## src/rtl/fetch_pkg.sv

```systemverilog
// fetch_pkg: shared encodings and constants for the instruction fetch sequencer.
`default_nettype none

package fetch_pkg;

  localparam int          INSTR_W = 32;
  localparam logic [31:0] PC_STEP = 32'd4;

  typedef enum logic [1:0] {
    ST_START = 2'd0,
    ST_RUN   = 2'd1,
    ST_HALT  = 2'd2,
    ST_FAULT = 2'd3
  } fetch_state_e;

  // MIPS primary opcodes; the bench assembles words from these.
  localparam logic [5:0] OP_R    = 6'h00;
  localparam logic [5:0] OP_BEQ  = 6'h04;
  localparam logic [5:0] OP_BNE  = 6'h05;
  localparam logic [5:0] OP_ADDI = 6'h08;
  localparam logic [5:0] OP_LW   = 6'h23;
  localparam logic [5:0] OP_SW   = 6'h2B;

  // Sign-extended word offset converted to a byte displacement.
  function automatic logic [31:0] branch_disp(input logic [15:0] off);
    return {{14{off[15]}}, off, 2'b00};
  endfunction

endpackage

`default_nettype wire

```

## src/rtl/branch_target_calc.sv

```systemverilog
// branch_target_calc: MIPS branch target (pc + 4 + offset*4) with misalignment flag.
`default_nettype none

module branch_target_calc
  import fetch_pkg::*;
(
  input  logic [31:0] redir_pc,
  input  logic [15:0] redir_off,
  output logic [31:0] target,
  output logic        misalign
);

  logic [31:0] target_raw;

  always_comb begin
    target_raw = redir_pc + PC_STEP + branch_disp(redir_off);
    misalign   = |target_raw[1:0];
    target     = {target_raw[31:2], 2'b00};
  end

endmodule

`default_nettype wire

```

## src/rtl/instr_fetch_sequencer.sv

```systemverilog
// instr_fetch_sequencer: PC owner, one-entry fetch register, redirect and halt handling.
// Optional IFS_ALIGN_FAULT_EN adds fetch_fault and a FAULT state for misaligned redirects.
`default_nettype none

module instr_fetch_sequencer
  import fetch_pkg::*;
#(
  parameter logic [31:0] RESET_PC   = 32'd0,
  parameter int          IMEM_BYTES = 1024
) (
  input  logic               clk,
  input  logic               rst_n,
  output logic [31:0]        imem_addr,
  input  logic [INSTR_W-1:0] imem_data,
  output logic               if_valid,
  input  logic               if_ready,
  output logic [INSTR_W-1:0] if_instr,
  output logic [31:0]        if_pc,
  input  logic               redir_valid,
  input  logic [31:0]        redir_pc,
  input  logic [15:0]        redir_off,
  input  logic               halt_req,
  output logic               halted
`ifdef IFS_ALIGN_FAULT_EN
  ,
  output logic               fetch_fault
`endif
);

  localparam logic [31:0] PC_MASK = 32'(IMEM_BYTES - 1);

  fetch_state_e       state_q, state_d;
  logic [31:0]        pc_q, pc_d;
  logic               if_valid_q, if_valid_d;
  logic [INSTR_W-1:0] if_instr_q, if_instr_d;
  logic [31:0]        if_pc_q, if_pc_d;
  logic               halted_q, halted_d;

  logic [31:0] tgt;
  logic        tgt_misalign;
  logic        slot_free;
  logic        consume;

  branch_target_calc u_btc (
    .redir_pc  (redir_pc),
    .redir_off (redir_off),
    .target    (tgt),
    .misalign  (tgt_misalign)
  );

`ifdef IFS_ALIGN_FAULT_EN
  logic fault_q, fault_d;
`else
  logic unused_misalign;
  assign unused_misalign = tgt_misalign;
`endif

  assign slot_free = !if_valid_q || if_ready;
  assign consume   = if_valid_q && if_ready;

  always_comb begin
    state_d    = state_q;
    pc_d       = pc_q;
    if_valid_d = if_valid_q;
    if_instr_d = if_instr_q;
    if_pc_d    = if_pc_q;
`ifdef IFS_ALIGN_FAULT_EN
    fault_d    = fault_q;
`endif

    case (state_q)
      ST_START: state_d = ST_RUN;
      default: begin
        if (redir_valid) begin
          // Redirect wins over everything: flush even a stalled entry.
          pc_d       = tgt & PC_MASK;
          if_valid_d = 1'b0;
          if (state_q == ST_RUN && halt_req) state_d = ST_HALT;
`ifdef IFS_ALIGN_FAULT_EN
          if (tgt_misalign) begin
            fault_d = 1'b1;
            state_d = ST_FAULT;
          end
`endif
        end else if (state_q == ST_RUN && !halt_req) begin
          if (slot_free) begin
            if_instr_d = imem_data;
            if_pc_d    = pc_q;
            if_valid_d = 1'b1;
            pc_d       = (pc_q + PC_STEP) & PC_MASK;
          end
        end else begin
          // Halting: stop capturing, but let decode drain the pending entry.
          if (state_q == ST_RUN) state_d = ST_HALT;
          if (consume) if_valid_d = 1'b0;
        end
      end
    endcase

    halted_d = (state_d == ST_HALT || state_d == ST_FAULT) && !if_valid_d;
  end

  always_ff @(posedge clk or negedge rst_n) begin
    if (!rst_n) begin
      state_q    <= ST_START;
      pc_q       <= RESET_PC;
      if_valid_q <= 1'b0;
      if_instr_q <= '0;
      if_pc_q    <= '0;
      halted_q   <= 1'b0;
    end else begin
      state_q    <= state_d;
      pc_q       <= pc_d;
      if_valid_q <= if_valid_d;
      if_instr_q <= if_instr_d;
      if_pc_q    <= if_pc_d;
      halted_q   <= halted_d;
    end
  end

`ifdef IFS_ALIGN_FAULT_EN
  always_ff @(posedge clk or negedge rst_n) begin
    if (!rst_n) fault_q <= 1'b0;
    else        fault_q <= fault_d;
  end
  assign fetch_fault = fault_q;
`endif

  assign imem_addr = pc_q;
  assign if_valid  = if_valid_q;
  assign if_instr  = if_instr_q;
  assign if_pc     = if_pc_q;
  assign halted    = halted_q;

endmodule

`default_nettype wire

```

## config.mk

```make
export PLATFORM = sky130hd
export DESIGN_NAME = instr_fetch_sequencer
export DESIGN_NICKNAME = d
export VERILOG_FILES = /design/src/rtl/fetch_pkg.sv /design/src/rtl/branch_target_calc.sv /design/src/rtl/instr_fetch_sequencer.sv
export SDC_FILE = /design/constraint.sdc
export NUM_CORES = 1
export LEC_CHECK = 0
export ABC_AREA = 1
export ABC_CLOCK_PERIOD_IN_PS = 4000
export BUFFER_PORTS_ARGS = -buffer_cell sky130_fd_sc_hd__buf_4
export CAP_MARGIN = 20
export CORE_MARGIN = 2
export CORE_UTILIZATION = 47
export CTS_CLUSTER_SIZE = 24
export DETAILED_ROUTE_END_ITERATION = 7
export PLACE_DENSITY_LB_ADDON = 0.3
export SYNTH_ARGS = -nofsm -noshare
export SYNTH_HDL_FRONTEND = slang
export SYNTH_SLANG_ARGS = --single-unit
```

## constraint.sdc

```tcl
create_clock -name clk -period 4 [get_ports clk]
set_clock_uncertainty 0.1 [all_clocks]
set_input_delay 0.8 -clock clk [delete_from_list [all_inputs] [get_ports clk]]
set_output_delay 0.8 -clock clk [all_outputs]
set_load 0.01 [all_outputs]
```

==> run metrics, run 1 <==
die area=just over 7000 um2; fraction of synthesized cell area taken by the top area cell type=around 42%; routed len/inst=11.63 um; power per cell area=around 550 nW/um2; clock sink total=52; met3 track utilization from global routing=4.523%; clock root buffer master=clkbuf_8; number of setup violations in the final report=0; half-perimeter wire length after detailed placement=between 4 and 5 mm; Global Route Usage Sum=between 10% and 20%; First DRT Iteration DRCs=83; max-cap violations=0; met2 global-route usage=between 30% and 40%; Worst VDD drop=between 0.3 and 0.4 mV; launching element type of the critical path=input pin; P_sw=roughly 0.00077 W; Sequential Power Share=about 43%; library cells used by synthesis=24; fraction of final layout cells with drive strength greater than 1=25.16%; antenna fix cells=0; clock latency of the later-clocked register in the worst-skew pair=0.29 ns; setup slack of the worst register-to-register path=between 2 and 2.5 ns; largest net degree at the start of global routing=53; Post-synth EDFFs=0; Hold Startpoint=if_instr[5]; max-slew headroom at the worst pin=between 50% and 60%; Row Count=29; routability cong.=between 0.8 and 0.9; Layout Nets=576; clock-pin slew on the worst setup and hold paths=approximately 0.090 ns; H-Tree Level Count=2; Fill cells=between 500 and 600; die width=~85 um; post-route fraction of the period consumed by the critical path=approximately three fifths; quantity of hold-fixing buffers added after cts=0; worst setup path startpoint=redir_pc[3]; slew at the pin with the worst max-slew slack=approximately 0.65 ns; Area growth syn-to-layout=22.92%; Via Count=approximately 2600; met1 capacity usage during global routing=a little under a quarter; combinational cell fraction of total power=a little over two fifths; mean instance size in the synthesized netlist=8.103 um2; top area cells in the synthesized netlist=dfrtp_1 (42%), nand2_1 (15%), buf_4 (12%); category of the most critical setup path=input pin to register; share of the core filled with cells in the final layout=slightly below 60%; part of the Yosys area used for sequential elements=42.48%; antenna violations before repair=0; area of the core=6314 um2; antenna violation net count after detailed routing=0; Crit Path Max Fanout=3; post-synthesis sequential element count=52; total wire length after detailed routing=around 6.4 mm; Initial DRT Pass Iterations=4; cell type contributing the most total cell area after synthesis=dfrtp_1; min-delay worst type=register to register; Top-Level Pins=~180; number of instances in the synthesized netlist=~380; cell area after synthesis=about 3100 um2; Internal Dissipation=~0.0013 W; WP data required=about 4 ns; die outline height=between 80 and 90 um; Crit Reg-Reg Startpoint=state_q[1]; setup tns final=0 ns; GRT busiest layer=met2; Sequential Area=between 1000 and 1500 um2; warnings from Yosys=0; status=complete, no violations; number of max-slew violations in the final report=0; unrepaired setup endpoints after global routing=no; first-pass GRT wire length=10.84 mm; total CTS buffers=5; proportion of register bits with asynchronous set or reset after synthesis=100.0%; final worst hold slack=about 0.38 ns; vias per std cell=between 4 and 5; effective utilization at floorplan=between 40% and 50%; number of buffers inserted by post-CTS setup repair=0; total DRC errors in the routed layout=0; Clk pwr share=about 14%; leakage component of the power=~2.2 nW; most frequent cell after synthesis=nand2_1; Overall Power=approximately 0.0021 W; Switching Share=roughly 37%; Primary FF master, synth=dfrtp_1; final critical path time including I/O delays and setup=2.338 ns; overall overflow remaining after global route=0; Hold Vio Cnt, Final=0; fmax=around 430 MHz; via count of the first global-routing pass=2465; clock tree from TritonCTS=yes; buffer levels on the longest clock path=2; footprint of the multi-input gates=1384 um2; CTS-repair resized insts=0; element type at the critical path end=register; count of input and output buffers=just over 100; Worst EP arrival=2.45 ns; cell types with the highest counts after synthesis=nand2_1 (121), dfrtp_1 (52), buf_4 (48)
==> logic make-up (layout without fill, tap and decap cells) <==
group / after synthesis / count (layout) / share of synthesized area, %
flops: 52 / 52 / 42.48
compound gates: 31 / 31 / 6.863
simple gates: 187 / 187 / 25.20
buf+inv: 89 / 141 / 18.10
xor+xnor: 3 / 3 / 0.8580
fa+ha+maj: 15 / 15 / 6.373
other cells: 1 / 48 / 0.1224
==> worst paths after layout <==
path | to | depth (start not counted)
worst max-delay path | imem_addr[9] | 11
worst min-delay path | if_instr[5] | 2
worst max register to register | imem_addr[5] | 7
worst min register to register | if_instr[5] | 2
max in group asynchronous | if_instr[4] | 1
min in group asynchronous | if_instr[27] | 1
==> final cells by class <==
class                           count  area share (%)
Clock inverter                      1          0.1994
Clock buffer                        7           2.293
Tap cell                           77           2.559
Timing Repair Buffer              104           20.74
Inverter                           29           2.891
Multi-Input combinational cell    284           36.76
Sequential cell                    52           34.56
==> sequential cells by signal, summed over array words and instances, names as in the netlist <==
| signal | count |
|---|---|
| if_valid | 1 |
| halted | 1 |
| if_pc | 8 |
| imem_addr | 8 |
| if_instr | 32 |
| state_q | 2 |
==> metal layers <==
metal  vias up  part of all wire, %  wire, um
li1       1303                    -         -
met1      1200                   43      2746
met2       100                   48      3112
met3         5                  8.2       528
met4         0                 0.84        54
met5         -                    0         0
==> stage by stage <==
stage          worst slack [ns]  std cells  area (um2)
2_1_floorplan             1.651        425        3239
3_3_place_gp              1.411        546        3671
3_5_place_dp              1.350        546        3671
4_1_cts                   1.679        554        3765
5_1_grt                   1.538        554        3765
6_report                  1.662        554        3765
==> power groups by stage <==
stage	registers (W)	clock network [W]	logic [W]
after floorplan	0.000977	0	0.000380
after global placement	0.000878	0	0.000886
after detailed placement	0.000889	0	0.000905
after CTS	0.000880	0.000313	0.000906
after global routing	0.000913	0.000332	0.000994
final	0.000881	0.000301	0.000893
==> worst max-delay path, stage by stage <==
cell	delay [ns]
buf_4	0.11
ha_1	0.29
ha_1	0.24
fa_1	0.40
nand2_1	0.11
nand2_1	0.07
nand3_1	0.09
nand2_1	0.06
nand2_1	0.05
nand3_1	0.08
a21oi_1	0.15
==> layout by cell type, fill, tap and decap left out <==
| cell type | count |
|---|---|
| xor2_1 | 1 |
| o21ai_0 | 11 |
| o21ai_2 | 6 |
| a21boi_1 | 2 |
| clkinv_1 | 1 |
| o211ai_1 | 1 |
| nand2_4 | 1 |
| buf_4 | 104 |
| nand4_1 | 1 |
| clkinvlp_4 | 1 |
| ha_1 | 14 |
| fa_1 | 1 |
| clkbuf_8 | 6 |
| a21oi_1 | 8 |
| nand3_1 | 47 |
| nor3_1 | 1 |
| inv_1 | 28 |
| conb_1 | 48 |
| a21oi_4 | 2 |
| dfrtp_1 | 52 |
| o31ai_1 | 1 |
| nor2_1 | 16 |
| nand2_1 | 121 |
| xnor2_1 | 2 |
| clkbuf_1 | 1 |
No activity file was read; power rests on OpenSTA's default activity.
==> inputs of run 2 (changes only) <==
ABC_CLOCK_PERIOD_IN_PS = 2400   (was 4000)
CORE_UTILIZATION = 44   (was 47)
clock period = 2.4 ns   (was 4 ns; I/O delays follow)
==> run metrics, run 2 (synthesis gave the netlist of run 1 again) <==
first-pass GRT wire length=10.01 mm (-7.7%); routed len/inst=11.43 um (-1.7%); antenna fix cells=0 (unchanged); antenna violations before repair=0 (unchanged); Area growth syn-to-layout=24.67%; final critical path time including I/O delays and setup=1.970 ns; via count of the first global-routing pass=2290 (-7.1%); post-route fraction of the period consumed by the critical path=between 80 and 90%; most frequent cell on the critical path=nand2_1; flip-flop count of the largest register, all copies and words added=32 (unchanged); Fill cells=650 (+13%); leakage component of the power=2.227 nW (+1.5%); Via Count=2610 (+0.077%); Global Route Usage Sum=16.13% (-2.0 points); fraction of final layout cells with drive strength greater than 1=25.83% (+0.68 points); met1 capacity usage during global routing=21.09% (-1.8 points); Worst EP arrival=2.12 ns (-0.33 ns); power per cell area=937.5 nW/um2 (+70%); Row Count=30 (+3.4%); Crit Reg-Reg Startpoint=state_q[0]; clock-pin slew on the worst setup and hold paths=0.09 ns (about the same); end of the worst register-to-register path=if_pc[8]; antenna violation net count after detailed routing=0 (unchanged); clock sink total=52 (unchanged); category of the most critical setup path=input pin to register; master of the slowest instance on the critical path=fa_1; die width=87.44 um (+3.2%); max-cap violations=0 (unchanged); buffer levels on the longest clock path=2 (unchanged); H-Tree Level Count=2 (unchanged); met3 track utilization from global routing=3.128% (-1.4 points); clock root buffer master=clkbuf_8; overall overflow remaining after global route=0 (unchanged); clock tree from TritonCTS=yes; Crit Path Max Fanout=3 (unchanged); total CTS buffers=5 (unchanged); area of the core=6756 um2 (+7.0%); die area=7645 um2 (+6.5%); number of buffer and inverter stages on the critical path=1 (unchanged); half-perimeter wire length after detailed placement=4.834 mm (+0.41%); Top-Level Pins=183 (unchanged); GRT busiest layer=met2; die outline height=87.44 um (+3.2%); met2 global-route usage=27.55% (-3.8 points); setup tns final=0 ns (unchanged); fmax=between 500 and 600 MHz; unrepaired setup endpoints after global routing=no; element type at the critical path end=register; total DRC errors in the routed layout=0 (unchanged); commonest non-fill, non-tap cells in the layout=nand2_1 (121), buf_4 (107), dfrtp_1 (52), conb_1 (48), nand3_1 (47); Design Area, Final=3819 um2 (+1.4%); cell chain of the critical path=buf_4 > ha_1 > ha_1 > fa_1 > nand2_1 > nand2_1 > nand2_1 > xnor2_1 > nand2_1 > nand2_1 > nand2_1 > nand2_1; clock latency of the later-clocked register in the worst-skew pair=0.30 ns (about the same); most common cell after layout, fill and taps aside=nand2_1; launching element type of the critical path=input pin; WP data required=2.55 ns (-1.57 ns); Initial DRT Pass Iterations=4 (unchanged); status=complete, no violations; instance area at placement=3697 um2 (+0.72%); quantity of hold-fixing buffers added after cts=0 (unchanged); First DRT Iteration DRCs=68 (-18%); non-filler cells in the finished layout=560 (+1.1%); Worst VDD drop=0.3114 mV (-11%); length in cells of the worst reg-to-reg path=5 (-2); number of buffers inserted by post-CTS setup repair=0 (unchanged); cell family with the largest share of critical-path delay=adder cells; max-slew headroom at the worst pin=56.59% (+0.22 points); count of input and output buffers=102 (unchanged); routability cong.=0.7749 (-10%); Placed Instances=552 (+1.1%); vias per std cell=4.661 (-1.0%); setup slack of the worst register-to-register path=0.61 ns (-1.63 ns); effective utilization at floorplan=45.33% (-3.2 points); Hold Vio Cnt, Final=0 (unchanged); largest net degree at the start of global routing=53 (unchanged); number of max-slew violations in the final report=0 (unchanged); peak per-stage delay on the critical path=0.39 ns (about the same); min-delay worst type=input pin to asynchronous set/reset pin; slew at the pin with the worst max-slew slack=0.6512 ns (-0.003318 ns); total wire length after detailed routing=6.400 mm (-0.64%); CTS-repair resized insts=0 (unchanged); Layout Nets=579 (+0.52%); number of setup violations in the final report=0 (unchanged)
[run 2: cell count changes in the layout (fill, tap and decap cells not counted)]
| cell | delta |
|---|---|
| buf_4 | +3 |
| clkinv_4 | +1 |
| bufinv_16 | +1 |
| clkinvlp_4 | -1 |
| clkbuf_1 | -1 |
[run 2: metal layers]
metal	share of wire [%]	routed length, um
met4	0.95	61
met5	0	0
met1	44	2794
met3	7.6	488
met2	48	3056
[run 2: layout make-up]
type	count	area [um2]	area share, %
multi-input combinational	284	1384	36.24
clock inverter	2	38.79	1.016
sequential	52	1301	34.08
tap	80	100.1	2.621
clock buffer	6	82.58	2.163
inverter	29	108.9	2.851
timing repair buffer	107	803.3	21.04
[run 2: worst register-to-register path, cell delays in order, from the launching register on]
cell	delay, ns
dfrtp_1	0.36
inv_1	0.08
a21oi_4	0.45
nand2_4	0.42
nand2_1	0.21
o21ai_2	0.06
[run 2: stage by stage]
step / setup slack (ns) / total power, W / util [%] / hold WS, ns
6_report: 0.4303 / 0.003580 / 56.52 / 0.08853
5_1_grt: 0.3023 / 0.003854 / 56.52 / 0.1462
4_1_cts: 0.4296 / 0.003622 / 56.52 / 0.1168
3_5_place_dp: 0.09832 / 0.002987 / 54.72 / 0.3592
3_3_place_gp: 0.1270 / 0.002949 / 54.72 / 0.3542
2_1_floorplan: 0.3711 / 0.002261 / - / 0.08441
[run 2: how the worst max path moves through the flow]
| stage | start | to | slack (ns) | depth (start not counted) |
|---|---|---|---|---|
| CTS | redir_pc[3] | imem_addr[7] | 0.43 | 12 |
| finish | redir_pc[3] | imem_addr[7] | 0.43 | 12 |
| global placement | redir_pc[3] | imem_addr[7] | 0.13 | 12 |
| floorplan | redir_pc[3] | imem_addr[7] | 0.37 | 11 |
| detailed placement | redir_pc[3] | imem_addr[7] | 0.1 | 12 |
| global route | redir_pc[3] | imem_addr[9] | 0.30 | 11 |
[run 2: power by group]
part / internal, W / switching (W) / total, W
clock: 0.000341 / 0.000286 / 0.000627
combinational: 0.000720 / 0.000764 / 0.00148
sequential: 0.00123 / 0.000235 / 0.00147
==> inputs of run 3 (changes only) <==
ABC_CLOCK_PERIOD_IN_PS = 2000   (was 2400)
clock period = 2 ns   (was 2.4 ns; I/O delays follow)
==> run metrics, run 3 (synthesis gave the netlist of run 1 again) <==
instance area at placement=3705 um2 (+0.20%); number of setup violations in the final report=0 (unchanged); max-cap violations=0 (unchanged); clock tree from TritonCTS=yes; effective utilization at floorplan=45.33% (unchanged); Worst EP arrival=1.97 ns (-0.15 ns); buffer levels on the longest clock path=2 (unchanged); Initial DRT Pass Iterations=4 (unchanged); first-pass GRT wire length=10.68 mm (+6.8%); total DRC errors in the routed layout=0 (unchanged); First DRT Iteration DRCs=97 (+43%); clock root buffer master=clkbuf_8; clock sink total=52 (unchanged); launching element type of the critical path=input pin; cell family with the largest share of critical-path delay=adder cells; area of the core=6756 um2 (unchanged); number of max-slew violations in the final report=0 (unchanged); Area growth syn-to-layout=24.47%; Crit Path Max Fanout=2 (-1); final worst hold slack=0.01843 ns (-0.07011 ns); number of buffer and inverter stages on the critical path=1 (unchanged); Overall Power=0.004248 W (+19%); Hold Vio Cnt, Final=0 (unchanged); antenna violations before repair=0 (unchanged); die area=7645 um2 (unchanged); master of the slowest instance on the critical path=fa_1; count of input and output buffers=102 (unchanged); min-delay worst type=input pin to asynchronous set/reset pin; die outline height=87.44 um (unchanged); final critical path time including I/O delays and setup=between 1.5 and 2 ns; unrepaired setup endpoints after global routing=no; fmax=541.2 MHz; routability cong.=0.8085 (+4.3%); vias per std cell=4.633 (-0.60%); Worst VDD drop=0.3741 mV (+20%); element type at the critical path end=register; leakage component of the power=2.225 nW (about the same); via count of the first global-routing pass=2444 (+6.7%); worst path setup slack after routing=0.1521 ns (-0.2783 ns); clock latency of the later-clocked register in the worst-skew pair=0.29 ns (about the same); post-route fraction of the period consumed by the critical path=between 90% and 100%; max-slew headroom at the worst pin=57.26% (+0.67 points); number of buffers inserted by post-CTS setup repair=0 (unchanged); power per cell area=1114 nW/um2 (+19%); clock-pin slew on the worst setup and hold paths=0.09 ns (about the same); quantity of hold-fixing buffers added after cts=0 (unchanged); Row Count=30 (unchanged); overall overflow remaining after global route=0 (unchanged); category of the most critical setup path=input pin to register; most frequent cell on the critical path=nand2_1; total wire length after detailed routing=6.487 mm (+1.4%); total CTS buffers=5 (unchanged); Via Count=2599 (-0.42%); post-place setup slack=-0.1599 ns (-0.2583 ns); cell chain of the critical path=buf_4 > ha_1 > ha_1 > fa_1 > nand2_1 > nand2_1 > nand3_1 > nand2_1 > nand2_1 > nand3_1 > a21oi_1; Global Route Usage Sum=17.14% (+1.0 points); most common cell after layout, fill and taps aside=nand2_1; antenna fix cells=0 (unchanged); status=complete, no violations; Top-Level Pins=183 (unchanged); flip-flop count of the largest register, all copies and words added=32 (unchanged); antenna violation net count after detailed routing=0 (unchanged); H-Tree Level Count=2 (unchanged); peak per-stage delay on the critical path=0.38 ns (about the same); routed len/inst=11.56 um (+1.2%); Layout Nets=580 (+0.17%); CTS-repair resized insts=0 (unchanged); fraction of final layout cells with drive strength greater than 1=25.78% (-0.054 points); WP data required=2.13 ns (-0.42 ns); half-perimeter wire length after detailed placement=4.905 mm (+1.5%); die width=87.44 um (unchanged); largest net degree at the start of global routing=53 (unchanged); Design Area, Final=3812 um2 (-0.16%); commonest non-fill, non-tap cells in the layout=nand2_1 (121), buf_4 (108), dfrtp_1 (52), conb_1 (48), nand3_1 (47); slew at the pin with the worst max-slew slack=0.6412 ns (-0.01002 ns)
run 3: cell types whose count changed in the layout (fill, tap and decap cells not counted), sizes merged:
cell  change
buf       +1
run 3: area by class of cell:
type / count / area [um2]
Fill cell: 664 / 2944
Multi-Input combinational cell: 284 / 1384
Sequential cell: 52 / 1301
Timing Repair Buffer: 108 / 810.8
Inverter: 29 / 108.9
Tap cell: 80 / 100.1
Clock buffer: 6 / 72.57
Clock inverter: 2 / 35.03
run 3: final timing paths:
| path | start | end | slack, ns | cells past startpoint |
|---|---|---|---|---|
| max | redir_pc[3] | imem_addr[9] | 0.15 | 11 |
| min | rst_n | if_instr[29] | 0.02 | 1 |
| max reg2reg | state_q[1] | if_pc[8] | 0.38 | 6 |
| min reg2reg | if_pc[3] | if_pc[3] | 0.38 | 2 |
| max in group asynchronous | rst_n | if_instr[10] | 1.35 | 1 |
| min in group clk | imem_data[28] | if_instr[28] | 0.23 | 3 |
run 3: per-stage QoR:
stage                     std cells  utilization [%]  setup TNS, ns
after floorplan                 425                -              0
after global placement          553            54.83        -0.3135
after detailed placement        553            54.83        -0.3635
after CTS                       561            56.43              0
after global routing            561            56.43              0
final                           561            56.43              0
run 3: metal layers:
layer | share of wire (%) | GRT usage [%]
met4 | 0.68 | 4.196
met3 | 8.1 | 4.171
met1 | 44 | 21.84
met2 | 47 | 29.20
met5 | 0 | 0
run 3: power by group:
group	internal [W]	switching, W
Sequential	0.00148	0.000283
Clock	0.000372	0.000326
Combinational	0.000867	0.000919
